--- src/rtl/eeprom_ram_arbiter.sv ---
// eeprom_ram_arbiter: shares one byte-wide RAM between the EEPROM core and the host save port.
// Latency: request seen in IDLE -> mem_req next cycle; done one cycle after mem_ack (or after TIMEOUT).
// Backpressure: requests are levels held until done; done is held until the requester drops its request.
//
// Ports:
//   clk, reset_n                 clock, asynchronous active-low reset
//   ee_addr/rd/wr/wdata          EEPROM-core request; ee_rdata/ee_done returned
//   host_addr/rd/wr/wdata        host save-file request; host_rdata/host_done returned
//   dirty_clr, err_clr           single-cycle clear pulses for dirty / err
//   dirty, err, busy             status: core write seen, memory timeout seen, transaction in progress
//   mem_addr/wdata/we/req        memory request, stable for the whole BUSY phase
//   mem_rdata, mem_ack           memory read data and single-cycle acknowledge
module eeprom_ram_arbiter #(
  parameter int ADDR_W  = 8,
  parameter int TIMEOUT = 255
) (
  input  logic              clk,
  input  logic              reset_n,
  input  logic [ADDR_W-1:0] ee_addr,
  input  logic              ee_rd,
  input  logic              ee_wr,
  input  logic [7:0]        ee_wdata,
  output logic [7:0]        ee_rdata,
  output logic              ee_done,
  input  logic [ADDR_W-1:0] host_addr,
  input  logic              host_rd,
  input  logic              host_wr,
  input  logic [7:0]        host_wdata,
  output logic [7:0]        host_rdata,
  output logic              host_done,
  input  logic              dirty_clr,
  input  logic              err_clr,
  output logic              dirty,
  output logic              err,
  output logic              busy,
  output logic [ADDR_W-1:0] mem_addr,
  output logic [7:0]        mem_wdata,
  output logic              mem_we,
  output logic              mem_req,
  input  logic [7:0]        mem_rdata,
  input  logic              mem_ack
);

  typedef enum logic [1:0] {S_IDLE, S_BUSY, S_DONE} state_t;
  typedef enum logic {REQ_EE = 1'b0, REQ_HOST = 1'b1} req_t;

  localparam logic [15:0] TO_LIMIT = 16'(TIMEOUT);

  state_t            state_q, state_d;
  req_t              gnt_q, gnt_d;
  req_t              last_q, last_d;
  logic [ADDR_W-1:0] addr_q, addr_d;
  logic [7:0]        wdata_q, wdata_d;
  logic              we_q, we_d;
  logic [15:0]       cnt_q, cnt_d;
  logic              abort_q, abort_d;
  logic              done_q, done_d;
  logic [7:0]        ee_rdata_q, ee_rdata_d;
  logic [7:0]        host_rdata_q, host_rdata_d;
  logic              dirty_q, dirty_d;
  logic              err_q, err_d;

  logic ee_pend, host_pend, gnt_pend, timeout_hit, dirty_set, err_set;
  req_t pick;

  assign ee_pend   = ee_rd | ee_wr;
  assign host_pend = host_rd | host_wr;
  assign gnt_pend  = (gnt_q == REQ_EE) ? ee_pend : host_pend;
  // cnt_q counts completed BUSY cycles, so this is the TIMEOUT-th BUSY cycle
  assign timeout_hit = (cnt_q + 16'd1) >= TO_LIMIT;

  // A tie goes to whichever side was not served last
  always_comb begin
    pick = REQ_EE;
    if (ee_pend && host_pend) begin
      pick = (last_q == REQ_HOST) ? REQ_EE : REQ_HOST;
    end else if (host_pend) begin
      pick = REQ_HOST;
    end
  end

  always_comb begin
    state_d      = state_q;
    gnt_d        = gnt_q;
    last_d       = last_q;
    addr_d       = addr_q;
    wdata_d      = wdata_q;
    we_d         = we_q;
    cnt_d        = cnt_q;
    abort_d      = abort_q;
    done_d       = done_q;
    ee_rdata_d   = ee_rdata_q;
    host_rdata_d = host_rdata_q;
    dirty_set    = 1'b0;
    err_set      = 1'b0;

    case (state_q)
      S_IDLE: begin
        if (ee_pend || host_pend) begin
          state_d = S_BUSY;
          gnt_d   = pick;
          last_d  = pick;
          cnt_d   = '0;
          abort_d = 1'b0;
          if (pick == REQ_EE) begin
            addr_d  = ee_addr;
            wdata_d = ee_wdata;
            we_d    = ee_wr;
          end else begin
            addr_d  = host_addr;
            wdata_d = host_wdata;
            we_d    = host_wr;
          end
        end
      end

      S_BUSY: begin
        if (cnt_q < TO_LIMIT) cnt_d = cnt_q + 16'd1;
        // Once the owner lets go, the memory cycle finishes but is never reported
        if (!gnt_pend) abort_d = 1'b1;
        if (mem_ack) begin
          state_d = S_DONE;
          done_d  = gnt_pend && !abort_q;
          if (!we_q) begin
            if (gnt_q == REQ_EE) ee_rdata_d = mem_rdata;
            else                 host_rdata_d = mem_rdata;
          end else if (gnt_q == REQ_EE) begin
            dirty_set = 1'b1;
          end
        end else if (timeout_hit) begin
          state_d = S_DONE;
          done_d  = gnt_pend && !abort_q;
          err_set = 1'b1;
          if (gnt_q == REQ_EE) ee_rdata_d = 8'hFF;
          else                 host_rdata_d = 8'hFF;
        end
      end

      S_DONE: begin
        // An aborted transaction passes through here for exactly one cycle
        if (!done_q || !gnt_pend) begin
          state_d = S_IDLE;
          done_d  = 1'b0;
        end
      end

      default: state_d = S_IDLE;
    endcase

    // Set has priority over a simultaneous clear
    dirty_d = dirty_set | (dirty_q & ~dirty_clr);
    err_d   = err_set | (err_q & ~err_clr);
  end

  always_ff @(posedge clk or negedge reset_n) begin
    if (!reset_n) begin
      state_q      <= S_IDLE;
      gnt_q        <= REQ_EE;
      last_q       <= REQ_HOST;
      addr_q       <= '0;
      wdata_q      <= '0;
      we_q         <= 1'b0;
      cnt_q        <= '0;
      abort_q      <= 1'b0;
      done_q       <= 1'b0;
      ee_rdata_q   <= 8'hFF;
      host_rdata_q <= 8'h00;
      dirty_q      <= 1'b0;
      err_q        <= 1'b0;
    end else begin
      state_q      <= state_d;
      gnt_q        <= gnt_d;
      last_q       <= last_d;
      addr_q       <= addr_d;
      wdata_q      <= wdata_d;
      we_q         <= we_d;
      cnt_q        <= cnt_d;
      abort_q      <= abort_d;
      done_q       <= done_d;
      ee_rdata_q   <= ee_rdata_d;
      host_rdata_q <= host_rdata_d;
      dirty_q      <= dirty_d;
      err_q        <= err_d;
    end
  end

  assign mem_req    = (state_q == S_BUSY);
  assign busy       = (state_q != S_IDLE);
  assign mem_addr   = addr_q;
  assign mem_wdata  = wdata_q;
  assign mem_we     = mem_req & we_q;
  assign ee_done    = done_q & (gnt_q == REQ_EE);
  assign host_done  = done_q & (gnt_q == REQ_HOST);
  assign ee_rdata   = ee_rdata_q;
  assign host_rdata = host_rdata_q;
  assign dirty      = dirty_q;
  assign err        = err_q;

endmodule
--- config.mk ---
export PLATFORM = sky130hd
export DESIGN_NAME = eeprom_ram_arbiter
export DESIGN_NICKNAME = d
export VERILOG_FILES = /design/src/rtl/eeprom_ram_arbiter.sv
export SDC_FILE = /design/constraint.sdc
export NUM_CORES = 1
export LEC_CHECK = 0
export CORE_MARGIN = 4
export CORE_UTILIZATION = 40
export CTS_BUF_LIST = sky130_fd_sc_hd__clkbuf_16
export DETAILED_ROUTE_END_ITERATION = 7
export HOLD_SLACK_MARGIN = 0.03
export PLACE_DENSITY = 0.8
export SYNTH_ARGS = -nofsm -noshare
export SYNTH_HDL_FRONTEND = slang
export SYNTH_SLANG_ARGS = --single-unit
--- constraint.sdc ---
create_clock -name clk -period 3 [get_ports clk]
set_clock_uncertainty 0.05 [all_clocks]
set_input_delay 0.6 -clock clk [delete_from_list [all_inputs] [get_ports clk]]
set_output_delay 0.6 -clock clk [all_outputs]
set_load 0.005 [all_outputs]
# [Word level (Yosys, flattened, before mapping)]
# Cells that the tools add are included.
[totals] out_inout_bits=39 inputBits=49 reg_bits=57 elab_cells=94
[classes] n_eq_ne=8 n_lt_le_gt_ge=2 addsub=1 bitwise_logic=12 reduce_logical=19 n_mux=39
[ops] op="2-to-1 mux 8 bit" count=12
[ops] op="2-to-1 mux 16 bit" count=2
[ops] op="case mux 16 bit (2 select lines)" count=1
[ops] op="2-to-1 mux 1 bit" count=17
[ops] op="adder 16 x 1 -> 16 bit, second input constant" count=1
[ops] op="greater-or-equal comparator 16 x 8 -> 1 bit, second input constant" count=1
[ops] op="less-than comparator 16 x 8 -> 1 bit, second input constant" count=1
[ops] op="AND reduction 3 bit" count=4
[ops] op="2-to-1 mux 2 bit" count=4
[ops] op="!= test 2 bit, second input constant" count=4
[ops] op="AND reduction 4 bit" count=2
[ops] op="nonzero test 2 bit" count=4
[ops] op="case mux 2 bit (3 select lines)" count=1
[ops] op="AND 1 bit" count=5
[ops] op="OR 1 bit" count=4
[ops] op="case mux 1 bit (2 select lines)" count=2
[ops] op="logical NOT 1 bit" count=3
[ops] op="!= test 3 x 1 -> 1 bit, second input constant" count=1
[ops] op="NOT 1 bit" count=3
[ops] op="equality test 2 x 1 -> 1 bit, second input constant" count=1
[ops] op="equality test 2 bit, second input constant" count=1
[ops] op="logical AND 1 bit" count=2
[ops] op="logical NOT 2 bit" count=1
[ops] op="logical OR 1 bit" count=2
[ops] op="2 further kinds" count=2

# [Depth between registers and ports, before layout]
[depth] depth_word=6 ltp_mapped=7 mapped_depth_nobuf=7

# [Worst setup path before layout]
# Ideal clock, no wire load.
[synth_path] kind="register to register" from="reg cnt_q[0]" to="reg host_rdata_q[0] (netlist: host_rdata[0])" path_slack_ps=667 setup_time_ps=121 t_required_ps=2829 period_less_slack_ps=2333 path_stages_with_launch=8 t_arrival_ps=2161 path_buffers=0 path_cell_list="dfrtp_1 -> ha_1 -> and3_4 -> a211oi_1 -> o2111ai_1 -> a2111oi_4 -> a21oi_4 -> o22a_1"
[synth_via] elab_chain_cells=4
[synth_lines] item="start, declared" line_no="55" rtl="logic [15:0] cnt_q, cnt_d;"
[synth_lines] item="start signal, assigned" line_no="177" rtl="cnt_q <= cnt_d;"
[synth_lines] item="adder 16 x 1 -> 16 bit" line_no="70" rtl="assign timeout_hit = (cnt_q + 16'd1) >= TO_LIMIT;"
[synth_lines] item="greater-or-equal comparator 16 x 8 -> 1 bit" line_no="70"
[synth_lines] item="nonzero test 2 bit (no line)"
[synth_lines] item="AND reduction 4 bit (no line)"
[synth_lines] item="end signal, assigned" line_no="181" rtl="host_rdata_q <= host_rdata_d;"
[synth_lines] item="end, declared" line_no="59" rtl="logic [7:0] host_rdata_q, host_rdata_d;"
# No other way between the ends.
# A chain may end at the register's enable or synchronous reset.

# [Worst setup path in the final report]
[layout_path] from="reg state_q[1]" to="out mem_we"
[layout_via] elab_chain_cells=2
[layout_lines] item="start, declared" line_no="49" rtl="state_t state_q, state_d;"
[layout_lines] item="start signal, assigned" line_no="171" rtl="state_q <= state_d;"
[layout_lines] item="equality test 2 x 1 -> 1 bit" line_no="187" rtl="assign mem_req = (state_q == S_BUSY);"
[layout_lines] item="AND 1 bit" line_no="191" rtl="assign mem_we = mem_req & we_q;"
[layout_lines] item="end, declared" line_no="38" rtl="output logic mem_we,"
# No other way between the ends.

==> run_results.csv <==
group,metric,value,unit
flow_run,cap_violations,0,
die,io_pins,88,
worst_setup_path,r2r_setup_slack,0.44,ns
sta,slew_headroom,63.3,%
power_and_ir_drop,p_per_area,916,mW/mm^2
synthesis,synth_cells,257,
place,gp_congestion,0.761,
synthesis,synthFlopType,"dfrtp_1",
global_routing,busiest_layer,"met2",
sta,finalWorstSetupSlack,0.401,ns
cts,clock_sinks,57,
sta,finalHoldViolCount,0,
place,place_area,0.00367,sq mm
drt,dr.pass1.iters,4,
sta,tns,0,ns
cells_and_area,antenna-diode-count,0,
synthesis,yosysSeqAreaShare,52.8,%
die,dieArea,0.00819,sq mm
worst_setup_path,crit_buf_inv,2,
synthesis,synthesis.nets,308,
place,place.detailed.hpwl,4680,um
cells_and_area,fin_area,0.00394,sq mm
worst_setup_path,critical-path-slowest-cell,"clkdlybuf4s50_1",
drt,post_drt_via_cell_ratio,5.31,
worst_setup_path,end_kind,"output port",
cts,clock_latency,0.32,ns
global_routing,met2_usage,26.6,%
drt,drt_wl_total,6480,um
synthesis,synth_edf_count,0,
power_and_ir_drop,p_sw,1170,uW
cells_and_area,area_growth,44.7,%
cts,clockBufferDepth,2,
power_and_ir_drop,netSwitchingFraction,32.4,%
global_routing,track_usage,16.9,%
worst_setup_path,critical_path.top_delay_family,"buffers and inverters",
global_routing,globalRouteMet1Util,20.6,%
cts,cts_tree,"yes",
sta,setup_viol,0,
die,core_area,0.00649,sq mm
drt,wl_per_cell,15.1,um
worst_setup_path,cp.required,2.35,ns
sta,fin_crit,2.60,ns
synthesis,syn_area,0.00272,sq mm
global_routing,grt_pass1_vias,2313,
cells_and_area,drive_gt1_share,12.2,%
sta,max_freq,0.385,GHz
sta,min_period_over_period,86.6,%
global_routing,antenna_found_initial,0,
drt,drc,0,
worst_setup_path,critPathLaunchType,"flip-flop",
die,initial_core_util,41.9,%
cts,clkSlewWorstSetupHoldPaths,0.05,ns
power_and_ir_drop,ir_drop,0.467,mV
sta,rsz0062_at_grt,"false",
place,io_buffer_count,87,
global_routing,grt_max_degree,49,
worst_setup_path,criticalPathCategory,"reg2out",
cells_and_area,final_common_cell,"clkdlybuf4s50_1",
synthesis,synthDistinctLibCells,46,
cells_and_area,num-fill-cells,559,
cells_and_area,final_net_count,399,
cts,root_buffer,"clkbuf_16",
power_and_ir_drop,comb_power_share,39.7,%
cts,cts_made_buffers,9,
power_and_ir_drop,clkPwrFrac,24.6,%
cts,htree_levels,3,
worst_setup_path,reg2regPathDepth,7,
worst_setup_path,cp_slowest_stage_delay,0.50,ns
sta,tightest_slew,0.551,ns
power_and_ir_drop,power,3610,uW
power_and_ir_drop,p_leak,0.00165,uW
cts,hold_buffers,0,
die,die_w,90.5,um
cts,post_cts_buffers,0,
drt,final_antenna_net_count,0,
cts,cts_resized,0,
cells_and_area,postLayoutCoreUtil,60.6,%
die,dieHeight,90.5,um
worst_setup_path,cp.arrival,1.95,ns
synthesis,ys_async_sr_fraction,100,%
power_and_ir_drop,p_int,2440,uW
drt,vias,2284,
global_routing,grt-ovfl-total,0,
cells_and_area,multiInputGateArea,0.00122,sq mm
synthesis,ys_ff_latch,57,
cells_and_area,layout_common_cells,"86 x clkdlybuf4s50_1, 48 x dfrtp_1, 31 x o21ai_0, 28 x nand2_1, 17 x mux2i_1",
cells_and_area,regArea,0.00144,sq mm
synthesis,avgSynthCellArea,10.6,sq um
global_routing,grt_pass1_wl,11100,um
worst_hold_path,hp-class,"in2async",
outcome,status,"completed",
drt,detail_route.iter0.violations,118,
sta,drv_slew,0,
place,pre_cts_ws,0.457,ns
worst_setup_path,r2r_end,"host_rdata[6]$_DFFE_PN0P_",
global_routing,met3_usage,5.67,%
die,num_rows,29,
power_and_ir_drop,pwr-share-seq,35.7,%
worst_setup_path,cp_cell_sequence,"nand2b_1, inv_1, and2_1, clkdlybuf4s50_1",
worst_setup_path,crit_fanout,9,
worst_setup_path,r2r_start,"cnt_q[0]$_DFFE_PN0P_",
synthesis,yosys_warnings,0,
-- cells in the mapped netlist, types with 2 or more instances --
cell type / number / share of area (%)
nand3_1: 7 / 1.3
mux2i_1: 17 / 6.3
nor2b_1: 3 / 0.69
a21oi_4: 2 / 1.2
and2_1: 7 / 1.6
clkbuf_1: 9 / 1.2
o21ai_0: 32 / 5.9
a21o_1: 2 / 0.55
nand2b_1: 4 / 0.92
inv_1: 6 / 0.83
a21oi_1: 3 / 0.55
xnor2_1: 4 / 1.3
o32ai_1: 2 / 0.64
nand2_1: 28 / 3.9
o22a_1: 16 / 5.1
ha_1: 2 / 0.92
nand4_1: 5 / 1.1
nor2_1: 12 / 1.7
or2_2: 3 / 0.69
dfrtp_1: 48 / 44
nor3_1: 4 / 0.74
a31oi_1: 2 / 0.46
and3_1: 4 / 0.92
and3_4: 2 / 0.83
dfstp_2: 9 / 8.7
o31ai_1: 4 / 1.1
-- metrics by stage --
step	std cells	hold WS, ns
floorplan	257	0.254
global placement	414	0.411
detailed placement	414	0.420
CTS	430	0.152
global route	430	0.173
finish	430	0.143
-- kinds of logic after synthesis --
kind of cell / Yosys count / synth area share [%]
buf+inv: 17 / 2.39
flops: 57 / 52.8
compound gates: 72 / 19.2
fa+ha+maj: 2 / 0.919
xor+xnor: 5 / 1.61
simple gates: 86 / 16.3
mux: 18 / 6.80
-- final cells by class --
cell class	instances	share of cell area, %
tap	77	2.45
multi-input combinational	183	31.0
clock inverter	7	0.985
timing repair buffer	91	22.7
sequential	57	36.5
clock buffer	9	5.72
inverter	6	0.572
-- flip-flops by register name, indices dropped and copies added (netlist names), 2 cells and up --
signal      count
cnt_q          16
state_q         2
mem_addr        8
mem_wdata       8
host_rdata      8
ee_rdata        8
-- worst max path at each step --
stage,startpoint,to,depth (start not counted)
detailed placement,cnt_q[0]$_DFFE_PN0P_,host_rdata[6]$_DFFE_PN0P_,7
global route,cnt_q[0]$_DFFE_PN0P_,host_rdata[3]$_DFFE_PN0P_,7
finish,state_q[1]$_DFFE_PN0P_,mem_we,4
global placement,cnt_q[0]$_DFFE_PN0P_,host_rdata[7]$_DFFE_PN0P_,7
floorplan,cnt_q[0]$_DFFE_PN0P_,host_rdata[0]$_DFFE_PN0P_,7
CTS,state_q[1]$_DFFE_PN0P_,mem_we,4
-- routing by layer --
layer | share of wire [%] | wire length [um]
met4 | 1.9 | 123
met2 | 46 | 2960
met5 | 0 | 0
met3 | 7.4 | 479
met1 | 45 | 2920
-- power by group through the flow --
stage                     combinational, uW  sequential (uW)  clock [uW]
after floorplan                         688             1270           0
after global placement                 1410             1290           0
after detailed placement               1450             1290           0
after CTS                              1460             1290         911
after global routing                   1590             1330         944
final                                  1430             1290         887
No activity file was read; power rests on OpenSTA's default activity.
